## config.mk

```make
export PLATFORM = sky130hd
export DESIGN_NAME = dmem_port_arbiter
export DESIGN_NICKNAME = d
export VERILOG_FILES = /design/src/rtl/dmem_port_arbiter.sv
export SDC_FILE = /design/constraint.sdc
export NUM_CORES = 1
export LEC_CHECK = 0
export ABC_CLOCK_PERIOD_IN_PS = 2200
export CELL_PAD_IN_SITES_DETAIL_PLACEMENT = 1
export CELL_PAD_IN_SITES_GLOBAL_PLACEMENT = 1
export CORE_AREA = 2 2 227 229
export DETAILED_ROUTE_END_ITERATION = 10
export DIE_AREA = 0 0 229 231
export GPL_ROUTABILITY_DRIVEN = 1
export HOLD_SLACK_MARGIN = 0.15
export MAX_ROUTING_LAYER = met4
export PLACE_DENSITY = 0.59
export SYNTH_ARGS = -nofsm -noshare
export SYNTH_HDL_FRONTEND = slang
export SYNTH_SLANG_ARGS = --single-unit
```

## constraint.sdc

```tcl
create_clock -name CLK -period 2.2 [get_ports CLK]
set_input_delay 0.66 -clock CLK [delete_from_list [all_inputs] [get_ports CLK]]
set_output_delay 0.66 -clock CLK [all_outputs]
set_load 0.05 [all_outputs]
```

## src/rtl/dmem_port_arbiter.sv

```systemverilog
// -----------------------------------------------------------------------------
// dmem_port_arbiter
//
// Shares the single DataMemory port of the core between two requesters:
//   requester 0 : core load/store path (fixed high priority)
//   requester 1 : DMA / debug loader   (protected by an anti-starvation counter)
//
// Each access runs accept -> memory phase -> response, with exactly one
// transaction in flight. Request fields are captured at accept, so a requester
// may change them freely once its ready has been seen.
//
// Ports
//   CLK, resetl                     clock (rising edge), async active-low reset
//   reqN_valid/write/addr/wdata     request from requester N (N = 0, 1)
//   reqN_ready                      request accepted this cycle when valid && ready
//   rspN_valid                      one-cycle completion pulse to requester N
//   rspN_rdata                      load data (0 for stores), held until the
//                                   next response to the same requester
//   mem_addr/mem_wdata              DataMemory Address / WriteData
//   mem_read/mem_write              DataMemory MemoryRead / MemoryWrite
//   mem_rdata                       DataMemory ReadData
//
// Parameters
//   ADDR_W, DATA_W  address / data width
//   RD_LAT          cycles mem_read is held before mem_rdata is sampled (>= 1)
//   STARVE_LIM      consecutive requester-0 grants allowed while requester 1 waits
// -----------------------------------------------------------------------------
module dmem_port_arbiter #(
    parameter int ADDR_W     = 64,
    parameter int DATA_W     = 64,
    parameter int RD_LAT     = 1,
    parameter int STARVE_LIM = 3
) (
    input  logic              CLK,
    input  logic              resetl,

    input  logic              req0_valid,
    input  logic              req0_write,
    input  logic [ADDR_W-1:0] req0_addr,
    input  logic [DATA_W-1:0] req0_wdata,
    output logic              req0_ready,

    input  logic              req1_valid,
    input  logic              req1_write,
    input  logic [ADDR_W-1:0] req1_addr,
    input  logic [DATA_W-1:0] req1_wdata,
    output logic              req1_ready,

    output logic              rsp0_valid,
    output logic [DATA_W-1:0] rsp0_rdata,
    output logic              rsp1_valid,
    output logic [DATA_W-1:0] rsp1_rdata,

    output logic [ADDR_W-1:0] mem_addr,
    output logic [DATA_W-1:0] mem_wdata,
    output logic              mem_read,
    output logic              mem_write,
    input  logic [DATA_W-1:0] mem_rdata
);

    // Load-latency counter runs 0 .. RD_LAT-1 inside MEM.
    localparam int                LAT_W    = (RD_LAT > 1) ? $clog2(RD_LAT) : 1;
    localparam logic [LAT_W-1:0]  LAT_LAST = LAT_W'(RD_LAT - 1);

    // Starvation counter saturates at STARVE_LIM.
    localparam int                STV_W    = (STARVE_LIM > 0) ? $clog2(STARVE_LIM + 1) : 1;
    localparam logic [STV_W-1:0]  STV_MAX  = STV_W'(STARVE_LIM);

    typedef enum logic [1:0] {
        ST_IDLE = 2'd0,
        ST_MEM  = 2'd1,
        ST_RESP = 2'd2
    } state_t;

    state_t             state_q;
    state_t             state_d;

    // Transaction latches, loaded only at accept.
    logic [ADDR_W-1:0]  addr_q;
    logic [DATA_W-1:0]  wdata_q;
    logic               write_q;
    logic               owner_q;     // 0 = requester 0, 1 = requester 1

    logic [LAT_W-1:0]   lat_cnt_q;
    logic [STV_W-1:0]   starve_cnt_q;

    // Per-requester response data; each holds until its own next response.
    logic [DATA_W-1:0]  rsp0_rdata_q;
    logic [DATA_W-1:0]  rsp1_rdata_q;

    logic               grant0;
    logic               grant1;
    logic               accept;
    logic               mem_done;

    // -------------------------------------------------------------------------
    // Next-state and control decode
    // -------------------------------------------------------------------------
    // NOTE: every signal assigned in this block gets a default first, so no
    // path through the case statement can leave one unassigned and infer a latch.
    always_comb begin
        grant1     = 1'b0;
        grant0     = 1'b0;
        accept     = 1'b0;
        mem_done   = 1'b0;
        req0_ready = 1'b0;
        req1_ready = 1'b0;
        mem_read   = 1'b0;
        mem_write  = 1'b0;
        rsp0_valid = 1'b0;
        rsp1_valid = 1'b0;
        state_d    = state_q;

        // Requester 1 wins when alone or when requester 0 has used up its
        // allowance of consecutive grants while requester 1 was waiting.
        grant1 = req1_valid && (!req0_valid || (starve_cnt_q == STV_MAX));
        grant0 = req0_valid && !grant1;

        unique case (state_q)
            ST_IDLE: begin
                // Ready is gated by resetl so it is low while reset is held,
                // even though the state register already sits in IDLE.
                req0_ready = resetl && grant0;
                req1_ready = resetl && grant1;
                accept     = req0_ready || req1_ready;
                if (accept) begin
                    state_d = ST_MEM;
                end
            end

            ST_MEM: begin
                mem_write = write_q;
                mem_read  = !write_q;
                // Stores take one cycle; loads hold mem_read for RD_LAT cycles.
                mem_done  = write_q || (lat_cnt_q == LAT_LAST);
                if (mem_done) begin
                    state_d = ST_RESP;
                end
            end

            ST_RESP: begin
                rsp0_valid = !owner_q;
                rsp1_valid = owner_q;
                state_d    = ST_IDLE;
            end

            default: begin
                state_d = ST_IDLE;
            end
        endcase
    end

    // -------------------------------------------------------------------------
    // State register
    // -------------------------------------------------------------------------
    // NOTE: sequential state uses non-blocking assignments so every register
    // samples the pre-edge values, independent of statement order.
    always_ff @(posedge CLK or negedge resetl) begin
        if (!resetl) begin
            state_q <= ST_IDLE;
        end else begin
            state_q <= state_d;
        end
    end

    // -------------------------------------------------------------------------
    // Transaction latches, latency counter and starvation counter
    // -------------------------------------------------------------------------
    always_ff @(posedge CLK or negedge resetl) begin
        if (!resetl) begin
            addr_q       <= '0;
            wdata_q      <= '0;
            write_q      <= 1'b0;
            owner_q      <= 1'b0;
            lat_cnt_q    <= '0;
            starve_cnt_q <= '0;
        end else begin
            if (accept) begin
                addr_q    <= grant1 ? req1_addr  : req0_addr;
                wdata_q   <= grant1 ? req1_wdata : req0_wdata;
                write_q   <= grant1 ? req1_write : req0_write;
                owner_q   <= grant1;
                lat_cnt_q <= '0;

                if (grant1) begin
                    starve_cnt_q <= '0;
                end else if (req1_valid && (starve_cnt_q != STV_MAX)) begin
                    // Requester 0 took the port while requester 1 was waiting.
                    starve_cnt_q <= starve_cnt_q + STV_W'(1);
                end
            end else if ((state_q == ST_MEM) && !mem_done) begin
                lat_cnt_q <= lat_cnt_q + LAT_W'(1);
            end
        end
    end

    // -------------------------------------------------------------------------
    // Response data: captured on the last memory-phase cycle, for the owner only
    // -------------------------------------------------------------------------
    always_ff @(posedge CLK or negedge resetl) begin
        if (!resetl) begin
            rsp0_rdata_q <= '0;
            rsp1_rdata_q <= '0;
        end else if (mem_done) begin
            if (owner_q) begin
                rsp1_rdata_q <= write_q ? '0 : mem_rdata;
            end else begin
                rsp0_rdata_q <= write_q ? '0 : mem_rdata;
            end
        end
    end

    // -------------------------------------------------------------------------
    // Output wiring
    // -------------------------------------------------------------------------
    // The latches are cleared by reset, so address and data read 0 while
    // resetl is low; the strobes are decoded from state_q and drop with it.
    assign mem_addr   = addr_q;
    assign mem_wdata  = wdata_q;
    assign rsp0_rdata = rsp0_rdata_q;
    assign rsp1_rdata = rsp1_rdata_q;

endmodule
```

* Word-level counts from Yosys, hierarchy flattened
Cells that the tools add are included.
** Storage, ports and cells
- Word-level logic and storage cells :: 59
- Flip-flop bits (word level) :: 263
** Operators by class
- Equality and inequality tests :: 6
- Reductions and logical operators :: 21
- Bitwise gates (word level) :: 2
- Add/subtract/negate cells :: 2
- Mux-type cells :: 19
** Operators with widths (count)
- 64-bit two-way mux :: 3
- 1-bit two-way mux :: 11
- 2-bit two-way mux :: 4
- 2-bit AND reduction :: 4
- 1-bit logical AND :: 6
- 2-bit inequality test (second input constant) :: 3
- 1-bit logical NOT :: 5
- 2-bit == test (second input constant) :: 2
- 2-bit one-hot mux with 2 select lines :: 1
- 2-bit nonzero test :: 2
- 1-bit logical OR :: 3
- 2-bit by 1-bit adder with 2-bit output (second input constant) :: 1
- 2-bit by 1-bit == test with 1-bit output (second input constant) :: 1
- 2-bit logical NOT :: 1
- 1-bit NOT :: 2
- 1-bit adder (second input constant) :: 1

* Longest topological paths before layout
- Word-level depth :: 9
- Gate-level depth with buffers :: 7
- Mapped depth without buffers :: 4

* Least setup slack after synthesis
OpenSTA, ideal clock, no wires.
- Path kind :: input to output
- From :: input port req0_valid
- To :: output port req1_ready
- Data arrival time :: 2144 ps
- Buffers on the path :: 2
- Stages :: 4
- Required time :: 1540 ps
- Setup slack :: -604 ps
- Cells stage by stage :: nor2b_1 buf_2 clkbuf_1 nor3_1
** On the way
- Word-level cells in the longest chain between the ends :: 5
** RTL lines
- start, declared :: line 37 : input logic req0_valid,
- 1-bit logical NOT :: line 116 : grant1 = req1_valid && (!req0_valid || (starve_cnt_q == STV_MAX));
- 1-bit logical OR :: line 116
- 1-bit logical AND :: line 116
- 1-bit logical AND :: line 124 : req1_ready = resetl && grant1;
- 1-bit two-way mux :: line 119 : unique case (state_q)
- end, declared :: line 47 : output logic req1_ready,
No other way between the ends.

* Worst setup path in the final report
- From :: register state_q[1]
- To :: output port req1_ready
** On the way
- Word-level cells in the longest chain between the ends :: 2
** RTL lines
- start, declared :: line 75 : state_t state_q;
- start signal, assigned :: line 162 : state_q <= state_d;
- 2-bit logical NOT :: line 119
- 1-bit two-way mux :: line 119
No other way between the ends.

==> results by group <==
Logic synthesis
  – Cell Area, Synth: 11500 um^2
  – Syn_area_per_cell: 13.8 um^2
  – Dominant cell type by area after synthesis: dfrtp_1
  – Synth top area share: 57.0%
  – Synth top area cells: dfrtp_1 57%, a2bb2oi_1 9.9%, o32ai_1 9.8%, mux2_4 7.8%, mux2_2 6.1%
  – Yosys reg bits: 263
  – Synth unique cells: 26
  – Mapped Cells: 835
  – Sequential share of the synthesized area: 57.0%
  – Yosys warns: 0
  – Syn nets: 1162

Timing
  – Setup-failing EPs final: 5
  – Max Clock Skew: 0.0139 ns
  – Crit share post-route: 104%
  – Max frequency: 437 MHz
  – Relative slew margins: 25.8%
  – Final hold violation count: 0
  – RSZ-0062 raised after global routing: true
  – Pins Over Slew Limit: 0
  – Setup ws final: -0.0909 ns
  – Tmin final: 2.29 ns
  – Least-Margin Pin Slew: 1.11 ns

Critical path
  – Required @ worst endpoint: 1.54 ns
  – CP Max Fanout: 5
  – Worst path top cell family by delay: simple AND/OR/NAND/NOR gates
  – Critical Path Start: state_q[1]$_DFFE_PN0P_
  – Critical path buffer and inverter count: 1
  – CP max stage cell: dfrtp_2
  – CP Class: flop to output pin
  – CP arrival: 1.63 ns
  – CP Capture Type: output pin
  – Startpoint types: flop
  – FF-to-FF Start: state_q[1]$_DFFE_PN0P_
  – Worst-path cell chain: nor2_2, nand2_2, nor3_4, buf_12
  – Slowest stage delay, CP: 0.44 ns

Final layout
  – Post-route cell area: 19000 um^2
  – Footprint of the multi-input gates: 4610 um^2
  – Final Net Count: 1743
  – Fill cell count: 5501
  – Synth-to-Final Area Change: 65.1%
  – Layout cells sized above 1: 30.0%
  – Commonest non-fill, non-tap cell in the layout: clkdlybuf4s50_1
  – Fin util: 37.6%
  – Reg area: 6590 um^2
  – Most frequent cells in the layout: 322 x clkdlybuf4s50_1, 260 x dfrtp_1, 221 x buf_4, 130 x a2bb2oi_1, 129 x o32ai_1

Placed design
  – Gpl congestion: 0.846
  – Dpl cell area: 18000 um^2
  – Port bufs: 587
  – Final HPWL DP: 35200 um

Drt
  – Starting DRT DRC Count: 366
  – DRC: 0
  – Via count: 9867
  – DR WL/cell: 23.0 um
  – Routed Antenna Nets: 0
  – Routed vias/inst: 4.66
  – Final WL: 48700 um
  – Drt first pass iters: 6

Global route
  – Largest net degree at the start of global routing: 157
  – First-pass GRT wire length: 73000 um
  – Vias in the first global route: 11046
  – Antenna violations before repair: 5
  – Gr ovfl total: 0
  – Gr usage total: 18.5%

Clock tree
  – CTS HTree Levels: 2
  – CTS Buf Count: 34
  – CTS tree: yes
  – CTS sink cnt: 263
  – Clk_lat worst skew: 0.52 ns
  – Clock-pin slew on the worst setup and hold paths: 0.05 ns
  – Root buf cell: clkbuf_16
  – Clock buffer depth: 3

Status
  – Outcome: finished with violations
  – Failing checks: setup timing

Floorplan
  – Starting Density: 22.8%
  – FP Rows: 83
  – Die Span Y: 231 um
  – Core Area: 50700 um^2
  – I/O pins: 588
  – Die span in x: 229 um
  – Die footprint: 52900 um^2

Min path
  – Min-delay worst type: input port to async pin

Pwr
  – Worst IR drop on VDD: 0.683 mV
  – Leak: 8.35 nW
  – Cell Pwr Density: 1310 nW/um^2

Run
  – Max Cap Viol: 0
## area by class of cell
class / instances / share of cell area (%)
Sequential cell: 263 / 34.6
Inverter: 3 / 0.0722
Tap cell: 680 / 4.47
Clock inverter: 1 / 0.0460
Antenna cell: 4 / 0.0525
Timing Repair Buffer: 638 / 31.2
Multi-Input combinational cell: 476 / 24.2
Clock buffer: 52 / 5.46
## power by group
part	leakage (nW)	internal (mW)	switching [mW]
Combinational	4.67	4.20	7.98
Sequential	3.16	6.39	0.952
Clock	0.516	3.22	2.12
## worst paths after layout
| path | endpoint | slack [ns] | depth (start not counted) |
|---|---|---|---|
| max in group asynchronous | rsp1_rdata[48]$_DFFE_PN0P_ | 0.94 | 3 |
| min in group CLK | rsp0_rdata[13]$_DFFE_PN0P_ | 0.48 | 1 |
| max | req1_ready | -0.09 | 4 |
| min | mem_wdata[59]$_DFFE_PN0P_ | 0.33 | 3 |
| max reg2reg | rsp1_rdata[14]$_DFFE_PN0P_ | 0.17 | 4 |
| min reg2reg | rsp0_rdata[13]$_DFFE_PN0P_ | 0.48 | 1 |
## sequential cells by signal, summed over array words and instances (netlist names)
name          flops
lat_cnt_q         1
mem_addr         64
mem_wdata        64
owner_q           1
rsp0_rdata       64
rsp1_rdata       64
starve_cnt_q      2
state_q           2
write_q           1
## cell families after synthesis
kind of cell             synth area share, %
flip-flops                              57.0
AND/OR/NAND/NOR                         4.59
multiplexers                            14.4
AO/OA/AOI/OAI                           20.0
adder cells (fa/ha/maj)                0.108
buffers and inverters                   3.83
## per-stage QoR
step | cells | total power, mW | hold slack [ns] | setup slack, ns | setup TNS, ns
2_1_floorplan | 835 | 15.2 | 0.364 | 0.00476 | 0
3_3_place_gp | 2054 | 19.9 | 0.465 | -0.244 | -7.02
3_5_place_dp | 2054 | 20.0 | 0.471 | -0.243 | -11.23
4_1_cts | 2113 | 25.3 | 0.321 | -0.202 | -0.540
5_1_grt | 2117 | 25.9 | 0.353 | -0.190 | -0.630
6_report | 2117 | 24.9 | 0.326 | -0.0909 | -0.177
## routing by layer
layer	up-vias	global-route usage [%]	wire, um	share of wire, %
li1	4421	-	-	-
met1	5019	21.1	19600	40
met2	349	31.3	24500	50
met3	78	4.34	2980	6.1
met4	0	7.49	1580	3.2
met5	-	-	0	0
## worst register-to-register path, delay by kind of cell, from the launching register on
kind | cells | cell delay, ns
buffers and inverters | 1 | 0.24
flip-flops | 1 | 0.44
multiplexers | 1 | 0.43
AND/OR/NAND/NOR | 2 | 0.80
## synth_stat cells
library cell  count
or3_1             1
o21a_1            1
buf_2            23
ha_1              1
buf_6             7
and4b_1           1
nor2_1            5
nor3_4            1
buf_1             6
and4_1            1
a21o_1            3
nor2b_1          66
o32ai_1         129
clkbuf_1         57
a21bo_2           1
nor3b_1           3
mux2_2           63
dfrtp_1         263
a2bb2oi_1       130
nor3_1            1
mux2_1            5
nor3b_2           1
mux2_4           60
nand2_1           2
inv_1             3
nand2b_2          1
## timing repair
action | CTS | global route
pin swaps | 5 | 5
setup endpoints to repair | 77 | 6
hold endpoints to repair | 5 | 0
hold buffers | 1 | 0
resized for setup | 81 | 1
setup buffers | 5 | 0
No activity file was read; power rests on OpenSTA's default activity.
